<file path="src/rtl/div_hilo_sequencer.sv">
// Sequences one signed divide through the external DIV block and owns the
// architectural HI/LO registers. Optional WAIT watchdog: `define DIV_TIMEOUT_EN.
module div_hilo_sequencer #(
  parameter int unsigned TIMEOUT = 48,
  parameter int unsigned CW      = 6
) (
  input  logic        clk,
  input  logic        reset,
  input  logic        start,
  input  logic [31:0] op_a,
  input  logic [31:0] op_b,
  input  logic        hi_we,
  input  logic        lo_we,
  input  logic [31:0] wdata,
  input  logic        DivStop,
  input  logic        DivZero,
  input  logic [31:0] div_hi,
  input  logic [31:0] div_lo,
  output logic        CtrlDiv,
  output logic [31:0] div_a,
  output logic [31:0] div_b,
  output logic        busy,
  output logic        done,
  output logic        div_zero_exc,
  output logic        timeout_err,
  output logic [31:0] hi,
  output logic [31:0] lo
);

  typedef enum logic [2:0] {
    S_IDLE   = 3'd0,
    S_ISSUE  = 3'd1,
    S_CHECK  = 3'd2,
    S_WAIT   = 3'd3,
    S_COMMIT = 3'd4
  } state_t;

  // The wait counter must be able to hold TIMEOUT.
  if ((2 ** CW) <= TIMEOUT) begin : g_cw_check
    $error("div_hilo_sequencer: CW too narrow for TIMEOUT");
  end

  state_t      r_state;
  state_t      w_state_nxt;
  logic        w_accept;
  logic        w_commit;
  logic        w_zero;

  logic        r_ctrl_div;
  logic        r_busy;
  logic        r_done;
  logic        r_div_zero_exc;
  logic [31:0] r_div_a;
  logic [31:0] r_div_b;
  logic [31:0] r_hi;
  logic [31:0] r_lo;

`ifdef DIV_TIMEOUT_EN
  logic          r_timeout_err;
  logic          w_timeout;
  logic [CW-1:0] r_wait_cnt;
  logic [CW-1:0] w_cnt_inc;

  assign w_cnt_inc = r_wait_cnt + CW'(1);

  // Counts WAIT cycles spent without DivStop.
  always_ff @(posedge clk or negedge reset) begin
    if (!reset) begin
      r_wait_cnt <= '0;
    end else if (r_state == S_CHECK) begin
      r_wait_cnt <= '0;
    end else if ((r_state == S_WAIT) && !DivStop) begin
      r_wait_cnt <= w_cnt_inc;
    end
  end

  always_ff @(posedge clk or negedge reset) begin
    if (!reset) begin
      r_timeout_err <= 1'b0;
    end else begin
      r_timeout_err <= w_timeout;
    end
  end

  assign timeout_err = r_timeout_err;
`else
  assign timeout_err = 1'b0;
`endif

  always_ff @(posedge clk or negedge reset) begin
    if (!reset) begin
      r_state <= S_IDLE;
    end else begin
      r_state <= w_state_nxt;
    end
  end

  always_comb begin
    w_state_nxt = r_state;
    w_accept    = 1'b0;
    w_commit    = 1'b0;
    w_zero      = 1'b0;
`ifdef DIV_TIMEOUT_EN
    w_timeout   = 1'b0;
`endif
    unique case (r_state)
      S_IDLE: begin
        if (start) begin
          w_accept    = 1'b1;
          w_state_nxt = S_ISSUE;
        end
      end
      S_ISSUE: begin
        w_state_nxt = S_CHECK;
      end
      S_CHECK: begin
        if (DivZero) begin
          w_zero      = 1'b1;
          w_state_nxt = S_IDLE;
        end else begin
          w_state_nxt = S_WAIT;
        end
      end
      S_WAIT: begin
        if (DivStop) begin
          w_commit    = 1'b1;
          w_state_nxt = S_COMMIT;
        end
`ifdef DIV_TIMEOUT_EN
        else if (w_cnt_inc == CW'(TIMEOUT)) begin
          w_timeout   = 1'b1;
          w_state_nxt = S_IDLE;
        end
`endif
      end
      S_COMMIT: begin
        w_state_nxt = S_IDLE;
      end
      default: begin
        w_state_nxt = S_IDLE;
      end
    endcase
  end

  // Status outputs are registered copies of the state being entered.
  always_ff @(posedge clk or negedge reset) begin
    if (!reset) begin
      r_ctrl_div     <= 1'b0;
      r_busy         <= 1'b0;
      r_done         <= 1'b0;
      r_div_zero_exc <= 1'b0;
    end else begin
      r_ctrl_div     <= (w_state_nxt == S_ISSUE);
      r_busy         <= (w_state_nxt != S_IDLE);
      r_done         <= (w_state_nxt == S_COMMIT);
      r_div_zero_exc <= w_zero;
    end
  end

  always_ff @(posedge clk or negedge reset) begin
    if (!reset) begin
      r_div_a <= '0;
      r_div_b <= '0;
    end else if (w_accept) begin
      r_div_a <= op_a;
      r_div_b <= op_b;
    end
  end

  // MTHI/MTLO only land in IDLE; a commit can never coincide with IDLE.
  always_ff @(posedge clk or negedge reset) begin
    if (!reset) begin
      r_hi <= '0;
      r_lo <= '0;
    end else if (w_commit) begin
      r_hi <= div_hi;
      r_lo <= div_lo;
    end else if (r_state == S_IDLE) begin
      if (hi_we) r_hi <= wdata;
      if (lo_we) r_lo <= wdata;
    end
  end

  assign CtrlDiv      = r_ctrl_div;
  assign busy         = r_busy;
  assign done         = r_done;
  assign div_zero_exc = r_div_zero_exc;
  assign div_a        = r_div_a;
  assign div_b        = r_div_b;
  assign hi           = r_hi;
  assign lo           = r_lo;

endmodule

</file>
<file path="config.mk">
export PLATFORM = sky130hd
export DESIGN_NAME = div_hilo_sequencer
export DESIGN_NICKNAME = d
export VERILOG_FILES = /design/src/rtl/div_hilo_sequencer.sv
export SDC_FILE = /design/constraint.sdc
export NUM_CORES = 1
export LEC_CHECK = 0
export BUFFER_PORTS_ARGS = -buffer_cell sky130_fd_sc_hd__clkbuf_2
export CORE_MARGIN = 3
export CORE_UTILIZATION = 45
export DETAILED_ROUTE_END_ITERATION = 8
export PLACE_DENSITY = 0.85
export RECOVER_POWER = 25
export SETUP_SLACK_MARGIN = 0.4
export SYNTH_ARGS = -nofsm -noshare
export SYNTH_HDL_FRONTEND = slang
export SYNTH_SLANG_ARGS = --single-unit
</file>
<file path="constraint.sdc">
create_clock -name clk -period 2.4 [get_ports clk]
set_input_delay 0.12 -clock clk [delete_from_list [all_inputs] [get_ports clk]]
set_output_delay 0.12 -clock clk [all_outputs]
set_load 0.005 [all_outputs]
</file>
==> flow_summary.yaml, run 1 <==
critical_path:
  required_ns: 2.65
  arrival_ns: 2.19
  end_kind: "register"
  reg2reg_slack_ns: 0.47
  crit_fanout: 23
  r2r_start: "r_state[1]"
  critPathKind: "reg2reg"
  reg2reg_to: "lo[14]"
  cp-start-kind: "register"
  reg2regPathDepth: 4
global_routing:
  track_usage: 0.290
  grt_pass1_vias: 6056
  grt_overflow: 0
  antenna_found_initial: 0
  grt_first_pass_wirelength_mm: 32.1
  grt_max_degree: 92
floorplan:
  die-area_mm2: 0.0141
  placementRows: 40
  design.core.area_mm2: 0.0122
  ios: 300
  die_y_um: 119
  initial_core_util: 0.468
  dieWidth_um: 119
worst_hold_path:
  hold_depth: 3
  hold_end: "hi[9]"
  worstHoldPathType: "in2reg"
  min_from: "wdata[9]"
clock_tree:
  ctsResizeCount: 0
  cts_buffers: 17
  cts.path.max_buffers: 2
  clkTransAtPathRegs_ns: 0.06
  clockRootBuffer: "clkbuf_16"
  clk_latency_ns: 0.40
  cts_htree_levels: 4
  cts_tree: "done"
  cts.sinks: 135
final_layout:
  fin_util: 0.770
  drive_above_1_share: 0.419
  stdcell_count: 1055
  syn_to_final_growth_pct: 64.5
  finalInstanceArea_mm2: 0.00940
  fin_nets: 1040
detailed_routing:
  ant_nets: 0
  route.detailed.drc: 0
  wl_mm: 20.1
  first_pass_iters: 4
  first_iter_violations: 382
  via_count: 5368
  routedWlPerCell_um: 19.0
  vias_per_cell: 5.09
sta:
  fin_crit_ns: 1.93
  tns_ns: 0
  final-hold-violation-count: 0
  worstMarginPinSlew_ns: 1.78
  finalSetupViolCount: 0
  slew-limit-headroom: -0.189
  rsz0062_at_grt: "false"
  finalClockSkew_ns: 0.00526
  min_period_over_period: 0.806
  slew_viol_final: 30
  max_freq_ghz: 0.517
placement:
  finalWeightedCongestion: 0.812
  port_buffers: 298
  dp_cells: 883
  placedInstanceArea_mm2: 0.00731
  hpwlAfterDp_mm: 11.5
synthesis:
  ys_ff_latch: 135
  synth_cell_types: 22
  ys_seq_area_frac: 0.591
  syn_area_per_cell_um2: 13.0
  ys_warn_count: 0
  synth_area_mm2: 0.00571
  synthCells: 440
  synth_nets: 607
pwr:
  peakVddDrop_mv: 0.735
  power_mw: 11.4
  power.density_mw_per_mm2: 1210
  p_leak_nw: 4.48
run_status:
  violations: "capacitance limit, slew limit"
  status: "complete, but fails checks"
flow_run:
  drv_cap: 1
-- cell usage after synthesis --
master / number / area share
mux2i_1: 64 / 0.11
nor4bb_1: 1 / 0.0018
buf_2: 11 / 0.0096
a21oi_1: 2 / 0.0018
inv_1: 2 / 0.0013
a22oi_1: 1 / 0.0013
buf_6: 12 / 0.024
a211oi_1: 1 / 0.0013
mux2_2: 24 / 0.047
nand2_1: 65 / 0.043
nor4b_4: 3 / 0.012
mux2_1: 40 / 0.079
conb_1: 1 / 0.00066
o21ai_0: 2 / 0.0018
nor2_1: 3 / 0.0020
and4b_1: 2 / 0.0035
dfrtp_1: 135 / 0.59
o21ai_1: 57 / 0.050
clkbuf_2: 2 / 0.0018
buf_4: 3 / 0.0039
clkbuf_1: 3 / 0.0020
o21ai_2: 6 / 0.0092
-- layout by cell type, fill, tap and decap left out --
cell / netlist / final
nor4bb_1: 1 / 1
a22oi_1: 1 / 1
dfrtp_1: 135 / 135
clkbuf_8: 0 / 4
a21oi_1: 2 / 2
o21ai_2: 6 / 6
a211oi_1: 1 / 1
o21ai_0: 2 / 2
inv_6: 0 / 1
clkbuf_1: 3 / 1
clkbuf_2: 2 / 297
nor4b_4: 3 / 3
clkinv_2: 0 / 1
and4b_4: 0 / 1
mux2_1: 40 / 40
nand2_1: 65 / 65
clkinvlp_4: 0 / 3
mux2i_1: 64 / 64
conb_1: 1 / 1
mux2_2: 24 / 24
nor2_1: 3 / 3
dlygate4sd3_1: 0 / 139
o21ai_1: 57 / 57
clkbuf_16: 0 / 17
buf_4: 3 / 3
bufinv_16: 0 / 6
inv_1: 2 / 2
and4b_1: 2 / 1
diode_2: 0 / 1
buf_12: 0 / 5
-- worst max-delay path by stage --
stage,from,to,slack [ns],depth (start not counted)
after floorplan,r_state[1],div_a[0],0.82,5
after global placement,r_state[1],div_a[15],0.67,3
after detailed placement,r_state[1],div_b[14],0.61,3
after CTS,r_state[1],lo[30],0.55,4
after global routing,reset,lo[30],0.33,2
final,r_state[1],lo[14],0.47,4
-- area by class of cell --
| cell class | instances | area [um2] |
|---|---|---|
| multi-input combinational | 272 | 2100 |
| timing repair buffer | 445 | 3000 |
| sequential | 135 | 3380 |
| inverter | 2 | 7.51 |
| antenna | 1 | 2.50 |
| tap | 168 | 210 |
| clock buffer | 21 | 480 |
| fill | 697 | 2810 |
| clock inverter | 11 | 216 |
-- critical path, cell delays in order (launching register included) --
cell	delay [ns]
dfrtp_1	0.54
nor4b_4	0.35
buf_4	0.43
mux2i_1	0.30
o21ai_1	0.13
-- logic make-up after synthesis --
logic type	after synthesis	share of synthesized area
AOI/OAI and AO/OA	69	0.0653
buffers and inverters	33	0.0423
DFF	135	0.591
muxes	128	0.238
other	1	0.000656
and+or+nand+nor	74	0.0624
-- state kept, by name, summed over array words and instances, names as in the netlist --
| name | cells |
|---|---|
| div_a | 32 |
| div_b | 32 |
| hi | 32 |
| lo | 32 |
| r_state | 3 |
| CtrlDiv | 1 |
| busy | 1 |
| div_zero_exc | 1 |
| done | 1 |
-- where the power goes --
part	leakage [nW]	total [mW]	switching, mW	internal [mW]
combinational	2.54	4.11	1.99	2.12
sequential	1.61	4.26	0.814	3.45
clock	0.332	3.04	0.980	2.06
-- metal layers --
| metal | GRT usage | routed length, um | vias up |
|---|---|---|---|
| li1 | - | - | 2394 |
| met1 | 0.317 | 7100 | 2596 |
| met2 | 0.499 | 10400 | 301 |
| met3 | 0.0895 | 1630 | 77 |
| met4 | 0.163 | 1010 | 0 |
| met5 | 0 | 0 | - |
-- repair_timing --
action,in CTS,in global routing
endpoints found under the hold margin,158,0
setup buffers,0,0
hold buffers,139,0
-- through the flow --
stage / hold WS [ns] / setup WS, ns
3_3_place_gp: 0.0809 / 0.665
3_5_place_dp: 0.0903 / 0.606
5_1_grt: 0.0137 / 0.331
6_report: 0.0190 / 0.465
2_1_floorplan: -0.176 / 0.823
4_1_cts: 0.000515 / 0.552
No activity file was read; power rests on OpenSTA's default activity.
==> run 2, diff against run 1 <==
- CORE_UTILIZATION: 45 -> 41
- PLACE_DENSITY: 0.85 -> 0.82
- clock period: 2.4 -> 1.7 ns (I/O delays scaled with it)
==> flow_summary.yaml, run 2 (synthesized netlist as in run 1, its figures left out) <==
run_status:
  status: "complete, but fails checks"
  violations: "setup timing"
clock_tree:
  cts_buffers: 17
  cts.path.max_buffers: 2
  cts_htree_levels: 4
  cts.sinks: 135
  clockRootBuffer: "clkbuf_16"
  cts_tree: "done"
  clkTransAtPathRegs_ns: 0.06
  clk_latency_ns: 0.42
sta:
  min_period_over_period: 1.02
  finalSetupViolCount: 4
  finalWorstSetupSlack_ns: -0.0337
  tns_ns: -0.0459
  worstMarginPinSlew_ns: 1.26
  slew-limit-headroom: 0.158
  final-hold-violation-count: 0
  slew_viol_final: 0
  fin_crit_ns: 1.73
  max_freq_ghz: 0.577
  rsz0062_at_grt: "true"
  finalClockSkew_ns: 0.0124
floorplan:
  die_y_um: 124
  placementRows: 42
  design.core.area_mm2: 0.0135
  dieWidth_um: 124
  ios: 300
  initial_core_util: 0.425
  die-area_mm2: 0.0154
flow_run:
  drv_cap: 0
detailed_routing:
  via_count: 5841
  routedWlPerCell_um: 21.3
  route.detailed.drc: 0
  first_iter_violations: 296
  vias_per_cell: 5.16
  first_pass_iters: 4
  wl_mm: 24.2
  ant_nets: 0
placement:
  finalWeightedCongestion: 0.761
  post-place-ws_ns: 0.00256
  dp_cells: 917
  placedInstanceArea_mm2: 0.00758
  hpwlAfterDp_mm: 12.1
  port_buffers: 298
pwr:
  power_mw: 18.2
  p_leak_nw: 5.08
  peakVddDrop_mv: 1.16
  power.density_mw_per_mm2: 1730
global_routing:
  grt_pass1_vias: 6350
  grt_overflow: 0
  track_usage: 0.288
  grt_first_pass_wirelength_mm: 33.2
  antenna_found_initial: 3
  grt_max_degree: 49
critical_path:
  arrival_ns: 2.03
  critPathKind: "reg2reg"
  reg2reg_slack_ns: -0.03
  end_kind: "register"
  cp-start-kind: "register"
  crit_fanout: 8
  required_ns: 1.99
final_layout:
  drive_above_1_share: 0.492
  layout.cells.most_common_list: "clkbuf_2 (298), dlygate4sd3_1 (161), dfrtp_1 (132)"
  fillers: 764
  syn_to_final_growth_pct: 83.9
  finalInstanceArea_mm2: 0.0105
  fin_nets: 1106
  stdcell_count: 1133
  layout_commonest_cell: "clkbuf_2"
worst_hold_path:
  worstHoldPathType: "in2reg"
==> run 2: changes by cell type in the layout (fill, tap and decap cells not counted), moves of 4 or more <==
cell,before,now
buf_12,5,9
buf_16,0,7
buf_4,3,21
buf_6,0,8
buf_8,0,6
diode_2,1,5
dlygate4sd3_1,139,161
mux2_1,40,0
mux2_2,24,3
mux2_4,0,61
mux2i_1,64,55
mux2i_2,0,6
==> run 2: critical path: stages, from the launching register on <==
cell and delay, ns:
dfrtp_2 0.48, nor4b_4 0.36, buf_6 0.17, buf_12 0.10, buf_16 0.14, mux2i_2 0.27
o21ai_1 0.09
==> run 2: report_power, final <==
part | internal, mW | total (mW) | switching (mW)
clock | 2.72 | 4.17 | 1.45
sequential | 4.88 | 6.13 | 1.25
combinational | 4.54 | 7.90 | 3.36
total | 12.1 | 18.2 | 6.06
==> run 2: worst paths after layout <==
path	from	endpoint	cells past startpoint
setup reg to reg	r_state[2]	lo[22]	6
setup / recovery	r_state[2]	lo[22]	6
min in group asynchronous	reset	div_a[21]	2
max in group asynchronous	reset	hi[7]	3
hold / removal	wdata[1]	lo[1]	3
hold reg to reg	div_b[25]	div_b[25]	1
==> run 2: area by class of cell <==
type,instances,area (um2),area share
Timing Repair Buffer,511,3840,0.365
Clock inverter,12,196,0.0187
Clock buffer,20,467,0.0444
Antenna cell,5,12.5,0.00119
Tap cell,176,220,0.0209
Multi-Input combinational cell,272,2390,0.227
Sequential cell,135,3380,0.322
Inverter,2,7.51,0.000714
==> run 2: routing by layer <==
layer | up-vias | track usage | share of wire
li1 | 2548 | - | -
met1 | 2881 | 0.305 | 0.35
met2 | 331 | 0.510 | 0.54
met3 | 81 | 0.0731 | 0.065
met4 | 0 | 0.182 | 0.042
met5 | - | 0 | 0
==> run 2: stage by stage <==
| stage | util | hold slack [ns] |
|---|---|---|
| final | 0.781 | 0.0124 |
| after detailed placement | 0.564 | 0.0550 |
| after floorplan | - | -0.211 |
| after CTS | 0.752 | 0.00738 |
| after global routing | 0.781 | 0.0221 |
| after global placement | 0.564 | 0.0553 |
==> run 2: repair_timing <==
| action | 4_1_cts | 5_1_grt |
|---|---|---|
| pin swaps | 1 | 5 |
| endpoints found under the hold margin | 228 | 0 |
| buffers inserted | 10 | 2 |
| gates resized for setup | 13 | 93 |
| setup endpoints to repair | 130 | 131 |
| hold buffers | 161 | 0 |
| gates cloned | 5 | 1 |
